### src/rtl/arb_pkg.sv
// Shared types and constants for the round-robin scheduler family.
// Latency: n/a (declarations only).
// Backpressure: n/a.
package arb_pkg;

    localparam int N_REQ    = 4;
    localparam int PTR_W    = 2;
    localparam int HOLD_MAX = 15;
    localparam int CNT_W    = $clog2(HOLD_MAX + 1);

    typedef enum logic [1:0] {
        IDLE  = 2'd0,
        GRANT = 2'd1,
        GAP   = 2'd2
    } arb_state_t;

    // Rotate priority to the requester after the given owner, wrapping at N_REQ.
    function automatic logic [PTR_W-1:0] next_ptr(input logic [PTR_W-1:0] id);
        if (int'(id) == N_REQ - 1) begin
            return '0;
        end
        return id + PTR_W'(1);
    endfunction

endpackage

### src/rtl/rr_priority_pick.sv
// Circular priority encoder: first set request searching from ptr upward, wrapping.
// Latency: purely combinational.
// Backpressure: none; the winner is valid whenever any request is set.
module rr_priority_pick
    import arb_pkg::*;
(
    input  logic [N_REQ-1:0] req_i,
    input  logic [PTR_W-1:0] ptr_i,
    output logic [PTR_W-1:0] idx_o,
    output logic             vld_o
);

    logic [PTR_W-1:0] cand;

    // Walk offsets from farthest to nearest so the nearest set bit overwrites last.
    always_comb begin
        idx_o = ptr_i;
        vld_o = |req_i;
        cand  = '0;
        for (int off = N_REQ - 1; off >= 0; off--) begin
            cand = PTR_W'((int'(ptr_i) + off) % N_REQ);
            if (req_i[cand]) begin
                idx_o = cand;
            end
        end
    end

endmodule

### src/rtl/arbiter_4_rr_sched.sv
// Four-way round-robin owner scheduler, break-before-make with a one-cycle GAP; ARB_TIMEOUT_EN adds a hold watchdog.
// Latency: REQ->GNT one cycle from IDLE; release->new grant two dead cycles.
// Backpressure: owner keeps the grant until it drops its request (or the watchdog revokes); others wait.
module arbiter_4_rr_sched
    import arb_pkg::*;
(
    input  logic             clk_i,
    input  logic             rst_n_i,
    input  logic [N_REQ-1:0] req_i,
    output logic [N_REQ-1:0] gnt_o,
    output logic [PTR_W-1:0] gnt_id_o,
    output logic             busy_o,
    output logic             timeout_o
);

    localparam logic [N_REQ-1:0] ONE_HOT0 = N_REQ'(1);

    arb_state_t       state_q;
    logic [PTR_W-1:0] ptr_q;
    logic [N_REQ-1:0] gnt_q;
    logic [PTR_W-1:0] gnt_id_q;
    logic             busy_q;
    logic [PTR_W-1:0] pick_idx;
    logic             pick_vld;

    rr_priority_pick u_pick (
        .req_i (req_i),
        .ptr_i (ptr_q),
        .idx_o (pick_idx),
        .vld_o (pick_vld)
    );

`ifdef ARB_TIMEOUT_EN
    logic [CNT_W-1:0] cnt_q;
    logic             timeout_q;

    // Scheduler FSM with watchdog: registered grant, pointer, hold counter and revoke pulse.
    always_ff @(posedge clk_i) begin
        if (!rst_n_i) begin
            state_q   <= IDLE;
            ptr_q     <= '0;
            gnt_q     <= '0;
            gnt_id_q  <= '0;
            busy_q    <= 1'b0;
            cnt_q     <= '0;
            timeout_q <= 1'b0;
        end else begin
            timeout_q <= 1'b0;
            case (state_q)
                IDLE: begin
                    if (pick_vld) begin
                        gnt_q    <= ONE_HOT0 << pick_idx;
                        gnt_id_q <= pick_idx;
                        busy_q   <= 1'b1;
                        cnt_q    <= '0;
                        state_q  <= GRANT;
                    end
                end
                GRANT: begin
                    // A release wins over a coincident timeout, so no pulse then.
                    if (!req_i[gnt_id_q]) begin
                        gnt_q   <= '0;
                        busy_q  <= 1'b0;
                        ptr_q   <= next_ptr(gnt_id_q);
                        state_q <= GAP;
                    end else if (cnt_q == CNT_W'(HOLD_MAX - 1)) begin
                        gnt_q     <= '0;
                        busy_q    <= 1'b0;
                        timeout_q <= 1'b1;
                        ptr_q     <= next_ptr(gnt_id_q);
                        state_q   <= GAP;
                    end else begin
                        cnt_q <= cnt_q + CNT_W'(1);
                    end
                end
                GAP: begin
                    state_q <= IDLE;
                end
                default: begin
                    state_q <= IDLE;
                end
            endcase
        end
    end

    assign timeout_o = timeout_q;
`else
    // Scheduler FSM: registered grant and rotating pointer, unbounded hold.
    always_ff @(posedge clk_i) begin
        if (!rst_n_i) begin
            state_q  <= IDLE;
            ptr_q    <= '0;
            gnt_q    <= '0;
            gnt_id_q <= '0;
            busy_q   <= 1'b0;
        end else begin
            case (state_q)
                IDLE: begin
                    if (pick_vld) begin
                        gnt_q    <= ONE_HOT0 << pick_idx;
                        gnt_id_q <= pick_idx;
                        busy_q   <= 1'b1;
                        state_q  <= GRANT;
                    end
                end
                GRANT: begin
                    if (!req_i[gnt_id_q]) begin
                        gnt_q   <= '0;
                        busy_q  <= 1'b0;
                        ptr_q   <= next_ptr(gnt_id_q);
                        state_q <= GAP;
                    end
                end
                GAP: begin
                    state_q <= IDLE;
                end
                default: begin
                    state_q <= IDLE;
                end
            endcase
        end
    end

    assign timeout_o = 1'b0;
`endif

    assign gnt_o    = gnt_q;
    assign gnt_id_o = gnt_id_q;
    assign busy_o   = busy_q;

endmodule

### config.mk
export PLATFORM = sky130hd
export DESIGN_NAME = arbiter_4_rr_sched
export DESIGN_NICKNAME = d
export VERILOG_FILES = /design/src/rtl/arb_pkg.sv /design/src/rtl/rr_priority_pick.sv /design/src/rtl/arbiter_4_rr_sched.sv
export SDC_FILE = /design/constraint.sdc
export NUM_CORES = 1
export LEC_CHECK = 0
export ABC_AREA = 1
export CAP_MARGIN = 20
export CORE_AREA = 4 4 41 43
export CTS_CLUSTER_DIAMETER = 200
export CTS_CLUSTER_SIZE = 10
export DETAILED_ROUTE_END_ITERATION = 10
export DIE_AREA = 0 0 45 47
export DONT_BUFFER_PORTS = 1
export PLACE_DENSITY = 0.68
export SYNTH_ARGS = -nofsm -noshare
export SYNTH_HDL_FRONTEND = slang
export SYNTH_SLANG_ARGS = --single-unit
### constraint.sdc
create_clock -name clk_i -period 1.8 [get_ports clk_i]
set_input_delay 0.36 -clock clk_i [delete_from_list [all_inputs] [get_ports clk_i]]
set_output_delay 0.36 -clock clk_i [all_outputs]
set_load 0.005 [all_outputs]
# [Word-level counts from Yosys, hierarchy flattened]
# Index checks and enable logic that the tools add are counted.
[totals] in_bits=6 output_inout_bits=8 register_bits=11 word_cells=56 ramBits=0 latchBits=0 n_memories=0 romBits=0
[op_classes] order_cmp=5 n_mux=29 bitwise=1 div_mod_pow=0 multipliers=0 addsub=4 shift=1 eq_ne=4 n_reduce_logical=7
[ops] op="2-bit 2-to-1 mux" n=8
[ops] op="2-bit by 3-bit less-than comparator with 1-bit output, second input constant" n=5
[ops] op="1-bit 2-to-1 mux" n=11
[ops] op="1-bit binary-select mux with 2-bit select" n=5
[ops] op="4-bit 2-to-1 mux" n=2
[ops] op="4-bit case mux with 2 select lines" n=1
[ops] op="2-bit AND reduction" n=3
[ops] op="2-bit by 1-bit adder with 2-bit output, second input constant" n=2
[ops] op="2-bit adder, second input constant" n=2
[ops] op="2-bit by 1-bit == test with 1-bit output, second input constant" n=2
[ops] op="2-bit inequality test, second input constant" n=2
[ops] op="2-bit case mux with 2 select lines" n=1
[ops] op="4-bit OR reduction" n=1
[ops] op="1-bit by 2-bit << shifter with 4-bit output, first input constant" n=1
[ops] op="3-bit AND reduction" n=1
[ops] op="2-bit zero test" n=1
[ops] op="1-bit case mux with 2 select lines" n=1
[ops] op="2-bit nonzero test" n=1
[ops] op="1-bit inverter" n=1

# [Longest topological paths before layout]
# Gate-level depths: netlist of the first run.
[logic_depth] word_depth=10 mapped_depth=14 depth_no_buf=13

# [Modules after synthesis]
# From an unflattened synthesis of the first run, not the netlist that was laid out.
[hier_totals] hier_cells=111 hier_area_um2=698.2
[by_module_without_submodules] module="arbiter_4_rr_sched" area_each_um2=480.5 cells_per_inst=61 seq_area_each_um2=220.2 instances=1
[by_module_without_submodules] module="rr_priority_pick" area_each_um2=217.7 cells_per_inst=50 seq_area_each_um2=0.0 instances=1

# [Worst setup path before layout of the first run]
# Ideal clock, no wire load.
[synth_path] path_kind="register to register" from="register ptr_q[0]" to="register gnt_id_q[0], in the netlist gnt_id_o[0]" t_arrival_ns=1.178 path_slack_ns=0.505 period_less_slack_ns=1.295 path_stages_with_launch=15 setup_time_ns=0.116 required_ns=1.684 n_path_buf=1 cell_sequence="dfxtp_1 > buf_6 > inv_8 > nand2_1 > nand2_2 > nand2_2 > nand2_2 > nand2_2 > nand2_4 > nand2_4 > nand2_2 > nand2_2 > nand2_1 > o211ai_1 > inv_1"
[synth_via] elab_chain_len=7 word_cells_on_any_way=15 classes_between="add/sub: 3; mux: 12"
[synth_rtl] element="from (decl)" line_no="arbiter_4_rr_sched.sv:19" rtl="logic [PTR_W-1:0] ptr_q;"
[synth_rtl] element="from (signal assigned)" line_no="arbiter_4_rr_sched.sv:110" rtl="ptr_q <= next_ptr(gnt_id_q);"
[synth_rtl] element="2-bit adder" line_no="rr_priority_pick.sv:21" rtl="cand = PTR_W'((int'(ptr_i) + off) % N_REQ);"
[synth_rtl] element="1-bit binary-select mux with 2-bit select" line_no="rr_priority_pick.sv:22" rtl="if (req_i[cand]) begin"
[synth_rtl] element="1-bit 2-to-1 mux (not written as such)" line_no="rr_priority_pick.sv:22"
[synth_rtl] element="2-bit 2-to-1 mux (3 in series)" line_no="rr_priority_pick.sv:22"
[synth_rtl] element="2-bit 2-to-1 mux (*)" line_no="rr_priority_pick.sv:22"
[synth_rtl] element="to (signal assigned)" line_no="arbiter_4_rr_sched.sv:101" rtl="gnt_id_q <= pick_idx;"
[synth_rtl] element="to (decl)" line_no="arbiter_4_rr_sched.sv:21" rtl="logic [PTR_W-1:0] gnt_id_q;"
# Mark *: on every way between the ends. The rest lies on a longest branch, timed or not. The select of a mux whose other input is x is not followed.
# A chain may end at the register's enable or synchronous reset.

# [Worst setup path in the final report of the first run]
[layout_path] from="register gnt_id_q[0], in the netlist gnt_id_o[0]" to="register gnt_q[2], in the netlist gnt_o[2]"
[layout_via] elab_chain_len=4
[layout_rtl] element="1-bit binary-select mux with 2-bit select" line_no="arbiter_4_rr_sched.sv:107" rtl="if (!req_i[gnt_id_q]) begin"
[layout_rtl] element="1-bit 2-to-1 mux (not written as such)" line_no="arbiter_4_rr_sched.sv:107"
[layout_rtl] element="2-bit inequality test (no line)"
[layout_rtl] element="3-bit AND reduction (no line)"
[layout_rtl] element="to (signal assigned)" line_no="arbiter_4_rr_sched.sv:100" rtl="gnt_q <= ONE_HOT0 << pick_idx;"
[layout_rtl] element="to (decl)" line_no="arbiter_4_rr_sched.sv:20" rtl="logic [N_REQ-1:0] gnt_q;"
# No other way between the ends. The select of a mux whose other input is x is not followed.

==> flow_metrics.tcl, run 1 <==
set metrics [dict create \
    multi_input_comb_area_um2 449 \
    dpl.cell_count 130 \
    yosysWarnings 0 \
    yosysSeqAreaShare_pct 29.1 \
    design_power_total_w 0.00106 \
    tritoncts "yes" \
    n_antenna_cell 0 \
    static-leakage-power_nw 0.409 \
    first_global_vias 637 \
    mappedNetlistArea_um2 756 \
    postRouteWirelength_um 1460 \
    area_growth_syn_to_layout_pct 4.64 \
    cts_inserted_buffers 3 \
    critical_path_startpoint_category "flip-flop" \
    route.vias.total 688 \
    initial_utilization_pct 58.1 \
    grt_pass1_wl_um 2570 \
    insertion_delay_ns 0.27 \
    die_w_um 45 \
    fp.dieArea_um2 2120 \
    cts-root-to-sink-buffers 2 \
    fin_tns_setup_ns 0 \
    core-area_um2 1300 \
    grt.busiest_layer "met2" \
    timing.max_cap.violations 0 \
    pin_count_of_the_biggest_net_entering_global_routing 11 \
    drt_pass1_iterations 4 \
    number_of_nets_with_antenna_violations_after_routing 0 \
    finalHoldViolCount 0 \
    cpPeakStageDelay_ns 0.48 \
    synthesis.nets 123 \
    hpwl_after_dpl_um 1190 \
    synthesis.area_per_instance_um2 6.51 \
    maxClockFrequency_mhz 670 \
    worstPathCellList "a21oi_1 -> o21ai_0 -> o21ai_0 -> a21oi_1 -> nand2_1 -> a21oi_1" \
    final_min_period_over_clock_period_pct 83.0 \
    synthDistinctLibCells 20 \
    ys_ff_latch 11 \
    critical-path-top-cell-by-count "sky130_fd_sc_hd__a21oi_1" \
    gp_routability_congestion 0.838 \
    io_pins 14 \
    post-route-drc-count 0 \
    run_status "complete, no violations" \
    syn-instance-count 116 \
    worst-r2r-setup-slack_ns 0.31 \
    dpl_cell_area_um2 763 \
    drt_first_iter_violations 15 \
    setup_viol 0 \
    final_layout_size_suffix_gt1_share_pct 24.4 \
    final_design_area_no_fill_um2 791 \
    quantity_of_i_o_buffers_inserted_on_ports 0 \
    holdCritPathClass "input port to flip-flop" \
    criticalPathCategory "flip-flop to flip-flop" \
    avgRoutedWirePerCell_um 10.9 \
    worst_setup_ep_type "flip-flop" \
    finalClockSkew_ns 0.00771 \
    power.density_cell_area_nw_per_um2 1340 \
    grt_antenna_before_repair 0 \
    gr-total-overflow 0 \
    drv_slew 0 \
    die_height_um 47 \
    crit_arrival_ns 1.69 \
    cts_root_buf "sky130_fd_sc_hd__clkbuf_4" \
    worst-path-max-fanout 8 \
    core.rowCount 13 \
    clk_slew_on_worst_s_h_paths_ns 0.08 \
    power.ir.vdd_worst_mv 0.840 \
    finalCriticalPeriod_ns 1.49 \
    fillers 125 \
    drt-vias-per-instance 5.13 \
    critPathRequiredTime_ns 1.99 \
    post_cts_setup_buffers 0 \
    master_of_the_slowest_instance_on_the_critical_path "sky130_fd_sc_hd__dfxtp_1" \
    stdcell_count 134 \
    grt.met1_usage_pct 19.8 \
    use_met2_pct 27.4 \
    setup_repair_after_global_routing_missed_its_margin "no" \
    seqCellArea_um2 221 \
    global_route.usage.total_pct 16.3 \
    met3_usage_grt_pct 4.21 \
    cts.sinks 11 \
    layout.nets 127 \
    cts_max_level 1 \
]
## metal layers
metal	up-vias	part of all wire [%]
met5	-	0
met3	4	4.0
met4	0	1.4
met1	303	46
li1	372	-
met2	9	49
## power breakdown
group	switching, W	total (W)	internal [W]
combinational	0.000332	0.000519	0.000187
sequential	0.0000705	0.000372	0.000302
clock	0.0000843	0.000170	0.0000856
total	0.000487	0.00106	0.000574
## Yosys cell counts (all sizes together)
cell,n,area [µm²]
nand2,49,234
inv,16,67.6
nand3,12,70.1
dfxtp,11,220
a21oi,10,50.1
nor2,5,21.3
o21ai,5,28.8
o211ai,3,22.5
buf,2,18.8
conb,1,3.75
ha,1,12.5
nand4,1,6.26
## path summary, 6_finish.rpt
path / startpoint / endpoint / cells after the start
min: rst_n_i / ptr_q[0] / 2
max reg2reg: gnt_id_o[0] / gnt_o[2] / 6
min reg2reg: gnt_o[0] / gnt_o[0] / 2
max: gnt_id_o[0] / gnt_o[2] / 6
## cell usage in the layout, fill, tap and decap left out, types with 3 or more instances in the layout
cell type | synthesis | routed
sky130_fd_sc_hd__dfxtp_1 | 11 | 10
sky130_fd_sc_hd__nand2_2 | 14 | 14
sky130_fd_sc_hd__clkbuf_4 | 0 | 3
sky130_fd_sc_hd__o21ai_0 | 4 | 4
sky130_fd_sc_hd__inv_1 | 12 | 12
sky130_fd_sc_hd__inv_2 | 3 | 3
sky130_fd_sc_hd__nand3_1 | 10 | 10
sky130_fd_sc_hd__nor2_1 | 4 | 4
sky130_fd_sc_hd__nand2_1 | 33 | 33
sky130_fd_sc_hd__a21oi_1 | 10 | 10
sky130_fd_sc_hd__o211ai_1 | 3 | 3
## worst max-delay path, delay by kind of cell (launching register included)
| kind | cells | cell delay [ns] |
|---|---|---|
| AOI/OAI and AO/OA | 5 | 0.86 |
| DFF | 1 | 0.48 |
| and+or+nand+nor | 1 | 0.09 |
## cells by family after synthesis
logic type / share of synthesized area, %
flops: 29.1
compound gates: 13.4
fa+ha+maj: 1.66
simple gates: 43.9
buf+inv: 11.4
other cells: 0.496
## flip-flops by register name, summed over array words and instances, names as in the netlist
| name | flops |
|---|---|
| state_q | 2 |
| busy_o | 1 |
| ptr_q | 2 |
| gnt_o | 4 |
| gnt_id_o | 2 |
## timing repair
item	in CTS	in global routing
setup endpoints to repair	0	2
resized for setup	0	1
hold buffers	0	0
## cell type report
type	instances	area share [%]
multi-input cells	87	56.8
flip-flops and latches	11	28.0
inverters	16	8.54
clock buffers	4	3.32
well taps	15	2.37
repair buffers	1	0.949
## stage by stage
| stage | utilization [%] | setup WS (ns) | hold slack, ns |
|---|---|---|---|
| final | 60.8 | 0.307 | 0.217 |
| after global placement | 58.7 | 0.232 | 0.476 |
| after floorplan | - | 0.505 | 0.457 |
| after CTS | 60.7 | 0.179 | 0.231 |
| after detailed placement | 58.7 | 0.201 | 0.479 |
| after global routing | 60.8 | 0.170 | 0.240 |
Note: power is estimated with default switching activity, not from simulation.
==> inputs of run 2 (changes only) <==
- clock period: 1.8 -> 1.4 ns (I/O delays scaled with it)
==> run 2 against run 1 <==
Die area unchanged. Fmax up 8.6%. Highest routed layer unchanged. Design area up 13%. Sequential share of layout area down 2.8 points. Flip-flop and latch count unchanged. Register-to-register slack worse by 0.28 ns. Via count up 9.3%.
==> flow_metrics.tcl, run 2 (synthesis results as in run 1) <==
set metrics [dict create \
    insertion_delay_ns 0.26 \
    final_layout_size_suffix_gt1_share_pct 37.8 \
    worstPathCellList "inv_8 -> nand2_1 -> nand2_2 -> nand2_2 -> nand2_2 -> nand2_2 -> nand2_4 -> nand2_4 -> nand2_2 -> nand2_2 -> nand2_1 -> o211ai_1 -> inv_1" \
    layout.nets 135 \
    initial_utilization_pct 58.1 \
    clk_slew_on_worst_s_h_paths_ns 0.07 \
    tritoncts "yes" \
    cts-root-to-sink-buffers 2 \
    die_height_um 47 \
    setup_repair_after_global_routing_missed_its_margin "yes" \
    drt_first_iter_violations 6 \
    global_route.usage.total_pct 17.9 \
    worstSetupPathDepth 13 \
    drv_slew 0 \
    cts.hold.buffers_added 0 \
    run_status "complete, no violations" \
    critical-path-top-delay-family "simple AND/OR/NAND/NOR gates" \
    finalHoldViolCount 0 \
    power.combinational.fraction_pct 55.0 \
    worst_hold_path.num_cells 2 \
    worst_hold_start "rst_n_i" \
    maxClockFrequency_mhz 727 \
    pin_count_of_the_biggest_net_entering_global_routing 11 \
    grt_antenna_before_repair 0 \
    grt_pass1_wl_um 2820 \
    finalClockSkew_ns 0.00433 \
    timing.max_cap.violations 0 \
    dpl_cell_area_um2 843 \
    master_of_the_slowest_instance_on_the_critical_path "sky130_fd_sc_hd__dfxtp_4" \
    worst_r2r_path_depth 13 \
    power.ir.vdd_worst_mv 0.949 \
    quantity_of_i_o_buffers_inserted_on_ports 0 \
    cts_root_buf "sky130_fd_sc_hd__clkbuf_4" \
    core.rowCount 13 \
    n_antenna_cell 0 \
    worst_setup_ep_type "flip-flop" \
    fp.dieArea_um2 2120 \
    postRouteWirelength_um 1630 \
    final_min_period_over_clock_period_pct 98.2 \
    setup_viol 0 \
    largest_reg_flops 4 \
    io_pins 14 \
    gp_routability_congestion 0.856 \
    drt-vias-per-instance 5.30 \
    number_of_nets_with_antenna_violations_after_routing 0 \
    cell_internal_pwr_w 0.000835 \
    most-common-layout-cells "31 x sky130_fd_sc_hd__nand2_1, 16 x sky130_fd_sc_hd__nand2_2, 11 x sky130_fd_sc_hd__inv_1" \
    area_growth_syn_to_layout_pct 18.2 \
    core-area_um2 1300 \
    power.share.switching_pct 44.9 \
    hpwl_after_dpl_um 1290 \
    power.switching_w 0.000681 \
    holdWs_ns 0.150 \
    drt_pass1_iterations 4 \
    cts.sinks 11 \
    die_w_um 45 \
    final_design_area_no_fill_um2 893 \
    critPathRequiredTime_ns 1.56 \
    final_common_cell "sky130_fd_sc_hd__nand2_1" \
    first_global_vias 710 \
    static-leakage-power_nw 0.455 \
    path_buf_inv 2 \
    route.vias.total 752 \
    timing.critical_path.from "ptr_q[0]" \
    post_cts_setup_buffers 0 \
    pwr-share-seq_pct 31.2 \
    post-route-drc-count 0 \
    cts_inserted_buffers 3 \
    criticalPathCategory "flip-flop to flip-flop" \
    cpPeakStageDelay_ns 0.43 \
    gr-total-overflow 0 \
    finalCriticalPeriod_ns 1.38 \
    avgRoutedWirePerCell_um 11.5 \
    power.density_cell_area_nw_per_um2 1700 \
    worst-path-max-fanout 9 \
    critical_path_startpoint_category "flip-flop" \
    holdCritPathClass "input port to flip-flop" \
    cts_max_level 1 \
    crit_arrival_ns 1.54 \
    critical-path-top-cell-by-count "sky130_fd_sc_hd__nand2_2" \
    power.share.clock_pct 13.8 \
    crit-reg2reg-launch "ptr_q[0]" \
]
[run 2: per-layer routing]
metal  up-vias  track usage (%)  share of wire (%)
met5         -                0                  0
met4         0             8.77                2.1
met3         5             2.68                4.9
met2        13             31.9                 52
met1       342             21.0                 41
li1        392                -                  -
[run 2: worst register-to-register path, delay by kind of cell (launching register included)]
family / cells / cell delay, ns
flip-flops: 1 / 0.43
buffers and inverters: 2 / 0.11
AND/OR/NAND/NOR: 10 / 0.63
AO/OA/AOI/OAI: 1 / 0.10
[run 2: power groups by stage]
stage,logic [W],clock network (W),registers [W]
CTS,0.000838,0.000215,0.000451
global route,0.000954,0.000234,0.000489
floorplan,0.000598,0,0.000448
finish,0.000834,0.000210,0.000473
global placement,0.000795,0,0.000454
detailed placement,0.000820,0,0.000455
[run 2: path summary, 6_finish.rpt]
kind / end / slack (ns)
worst max-delay path: gnt_id_o[0] / 0.02
worst max register to register: gnt_id_o[0] / 0.02
worst min register to register: busy_o / 0.48
worst min-delay path: ptr_q[1] / 0.15
[run 2: what timing repair did]
| item | CTS | global route |
|---|---|---|
| pin swaps | 1 | 2 |
| gates resized for setup | 3 | 13 |
| setup endpoints to repair | 6 | 9 |
| gates cloned | 0 | 0 |
[run 2: cell type report]
class | instances | area, µm²
multi-input cells | 87 | 485
fillers | 129 | 408
flip-flops and latches | 11 | 225
inverters | 16 | 70.1
repair buffers | 9 | 67.6
clock buffers | 4 | 26.3
well taps | 15 | 18.8
[run 2: stage by stage]
step	setup TNS (ns)	total power [W]	utilization (%)	std cells	setup WS [ns]
6_report	0	0.00152	68.7	142	0.0248
5_1_grt	-0.532	0.00168	68.7	142	-0.110
4_1_cts	-0.0591	0.00150	67.5	143	-0.0229
3_5_place_dp	-0.112	0.00128	64.8	139	-0.0393
3_3_place_gp	-0.000292	0.00125	64.8	139	-0.000292
2_1_floorplan	0	0.00105	-	116	0.105
==> inputs of run 3 (changes only) <==
- PLACE_DENSITY: 0.68 -> 0.64
- SYNTH_HIERARCHICAL: default -> 1
==> run 3 against run 2 <==
The run now ends with negative setup slack left. Wire length rose by 3.3%. Hold slack better by 0.0016 ns. Final cell count down 4.9%. Design area rose by 1.4%. Die area unchanged. Largest power group unchanged.
==> flow_metrics.tcl, run 3 <==
set metrics [dict create \
    run_status "finished, violations left" \
    failing_checks "negative setup slack" \
    crit_arrival_ns 1.60 \
    first_global_vias 634 \
    power.ir.vdd_worst_mv 0.990 \
    criticalPathCategory "flip-flop to flip-flop" \
    ys_ff_latch 11 \
    postRouteWirelength_um 1680 \
    layout.nets 128 \
    crit-reg2reg-launch "ptr_q[0]" \
    die_w_um 45 \
    timing.critical_path.from "ptr_q[0]" \
    synth.largest_area_cell "sky130_fd_sc_hd__dfxtp_1" \
    synthDistinctLibCells 20 \
    synth_top_cells_by_area "sky130_fd_sc_hd__dfxtp_1 32%, sky130_fd_sc_hd__nand2_1 20%, sky130_fd_sc_hd__nand3_1 13%" \
    finalClockSkew_ns 0.00455 \
    postSynth.asyncResetShare_pct 0 \
    synthesis.nets 118 \
    worst-r2r-setup-slack_ns -0.05 \
    worst_setup_ep_type "flip-flop" \
    global_route.usage.total_pct 16.8 \
    yosysSeqAreaShare_pct 31.5 \
    critical_path.reg2reg.endpoint "gnt_o[1]" \
    avgRoutedWirePerCell_um 12.4 \
    dpl.cell_count 127 \
    insertion_delay_ns 0.27 \
    timing.max_cap.violations 0 \
    post-route-drc-count 0 \
    cts_max_level 1 \
    cts-root-to-sink-buffers 2 \
    cts_root_buf "sky130_fd_sc_hd__clkbuf_4" \
    drt_first_iter_violations 18 \
    area_growth_syn_to_layout_pct 29.7 \
    pin_count_of_the_biggest_net_entering_global_routing 10 \
    quantity_of_i_o_buffers_inserted_on_ports 0 \
    mappedNetlistArea_um2 698 \
    crit_path_end "gnt_o[1]" \
    maxClockFrequency_mhz 690 \
    hpwl_after_dpl_um 1140 \
    fin_tns_setup_ns -0.121 \
    tritoncts "yes" \
    final_core_util_pct 69.6 \
    holdCritPathClass "input port to flip-flop" \
    static-leakage-power_nw 0.424 \
    synth_ff_type "sky130_fd_sc_hd__dfxtp_1" \
    synth.top_cells.by_count "37 x sky130_fd_sc_hd__nand2_1, 18 x sky130_fd_sc_hd__nand3_1, 12 x sky130_fd_sc_hd__inv_1" \
    core.rowCount 13 \
    drt_pass1_iterations 4 \
    cts_inserted_buffers 3 \
    drv_slew 0 \
    final_common_cell "sky130_fd_sc_hd__nand2_1" \
    initial_utilization_pct 53.7 \
    most-common-layout-cells "21 x sky130_fd_sc_hd__nand2_1, 15 x sky130_fd_sc_hd__nand3_1, 14 x sky130_fd_sc_hd__nand2_2" \
    fp.dieArea_um2 2120 \
    gp_routability_congestion 0.811 \
    synthMostInstantiatedCell "sky130_fd_sc_hd__nand2_1" \
    synthesis.area_per_instance_um2 6.29 \
    number_of_nets_with_antenna_violations_after_routing 0 \
    largest_reg_flops 4 \
    critPathRequiredTime_ns 1.55 \
    fin_ws_ns -0.0503 \
    worst_r2r_path_depth 12 \
    power.density_cell_area_nw_per_um2 1540 \
    setup_viol 5 \
    finalCriticalPeriod_ns 1.45 \
    gr-total-overflow 0 \
    grt_pass1_wl_um 2550 \
    core-area_um2 1300 \
    n_antenna_cell 0 \
    drt-vias-per-instance 5.25 \
    clk_slew_on_worst_s_h_paths_ns 0.07 \
    design_power_total_w 0.00139 \
    cts.hold.buffers_added 0 \
    final_min_period_over_clock_period_pct 104 \
    io_pins 14 \
    final_layout_size_suffix_gt1_share_pct 40.0 \
    stdcell_count 135 \
    route.vias.total 709 \
    setup_repair_after_global_routing_missed_its_margin "yes" \
    grt_antenna_before_repair 0 \
    finalHoldViolCount 0 \
    synth.top_cell.area_share_pct 31.5 \
    worst-path-max-fanout 6 \
    cts.sinks 11 \
    yosysWarnings 6 \
    critical_path_startpoint_category "flip-flop" \
    synth_edf_count 0 \
    die_height_um 47 \
    syn-instance-count 111 \
]
## run 3: changes by cell type after synthesis, sizes merged
| cell | previous run | this run |
|---|---|---|
| nand2 | 49 | 41 |
| nand3 | 12 | 20 |
| o211ai | 3 | 0 |
| nor2 | 5 | 3 |
| o21ai | 5 | 3 |
| buf | 2 | 3 |
| inv | 16 | 17 |
## run 3: cell type report
class	count	area, µm²
Multi-Input combinational cell	80	492
Fill cell	121	395
Sequential cell	11	225
Clock buffer	4	26.3
Timing Repair Buffer	8	67.6
Inverter	17	76.3
Tap cell	15	18.8
## run 3: repair_timing
item	CTS	global route
pin swaps	7	16
setup buffers	1	4
endpoints found under the setup margin	6	6
resized for setup	10	29
## run 3: worst min-delay path by stage
stage	cells after the start	slack, ns	to	from
2_1_floorplan	2	0.42	gnt_id_o[0]	rst_n_i
3_3_place_gp	2	0.43	gnt_id_o[0]	rst_n_i
3_5_place_dp	2	0.43	gnt_id_o[1]	rst_n_i
4_1_cts	2	0.15	gnt_id_o[1]	rst_n_i
5_1_grt	2	0.14	gnt_id_o[1]	rst_n_i
6_report	2	0.15	gnt_id_o[1]	rst_n_i
## run 3: metal layers
layer	vias up	track usage, %	part of all wire, %
li1	369	-	-
met1	319	19.0	45
met2	16	29.4	48
met3	5	3.83	5.1
met4	0	8.77	1.5
met5	-	0	0
## run 3: logic make-up (layout without fill, tap and decap cells)
logic type      count (synthesis)  in the layout  synth area share (%)
other cells                     1              1                 0.537
compound gates                 13             13                  9.32
buf+inv                        20             29                  13.3
flops                          11             11                  31.5
fa+ha+maj                       1              1                  1.79
simple gates                   65             65                  43.5
## run 3: where the power goes
part           switching [W]  total [W]  internal [W]
Clock               0.000110   0.000220      0.000110
Sequential         0.0000674   0.000451      0.000384
Combinational       0.000437   0.000723      0.000286
## run 3: metrics by stage
step	instance area [µm²]	hold WS [ns]	setup WS (ns)
6_report	906	0.151	-0.0503
5_1_grt	906	0.141	-0.156
4_1_cts	768	0.147	0.00635
3_5_place_dp	736	0.433	-0.0984
3_3_place_gp	736	0.431	-0.0719
2_1_floorplan	698	0.418	0.0906
## run 3: worst max-delay path: stages (launching register included)
cell and delay [ns]:
sky130_fd_sc_hd__dfxtp_4 0.35, sky130_fd_sc_hd__buf_8 0.13, sky130_fd_sc_hd__clkinv_8 0.07, sky130_fd_sc_hd__nand2_2 0.05, sky130_fd_sc_hd__nand2_2 0.08, sky130_fd_sc_hd__nand2_2 0.06, sky130_fd_sc_hd__buf_4 0.13, sky130_fd_sc_hd__nand2_1 0.05
sky130_fd_sc_hd__nand3_1 0.09, sky130_fd_sc_hd__nand2_2 0.10, sky130_fd_sc_hd__inv_1 0.07, sky130_fd_sc_hd__nand3_1 0.09, sky130_fd_sc_hd__a21oi_1 0.06
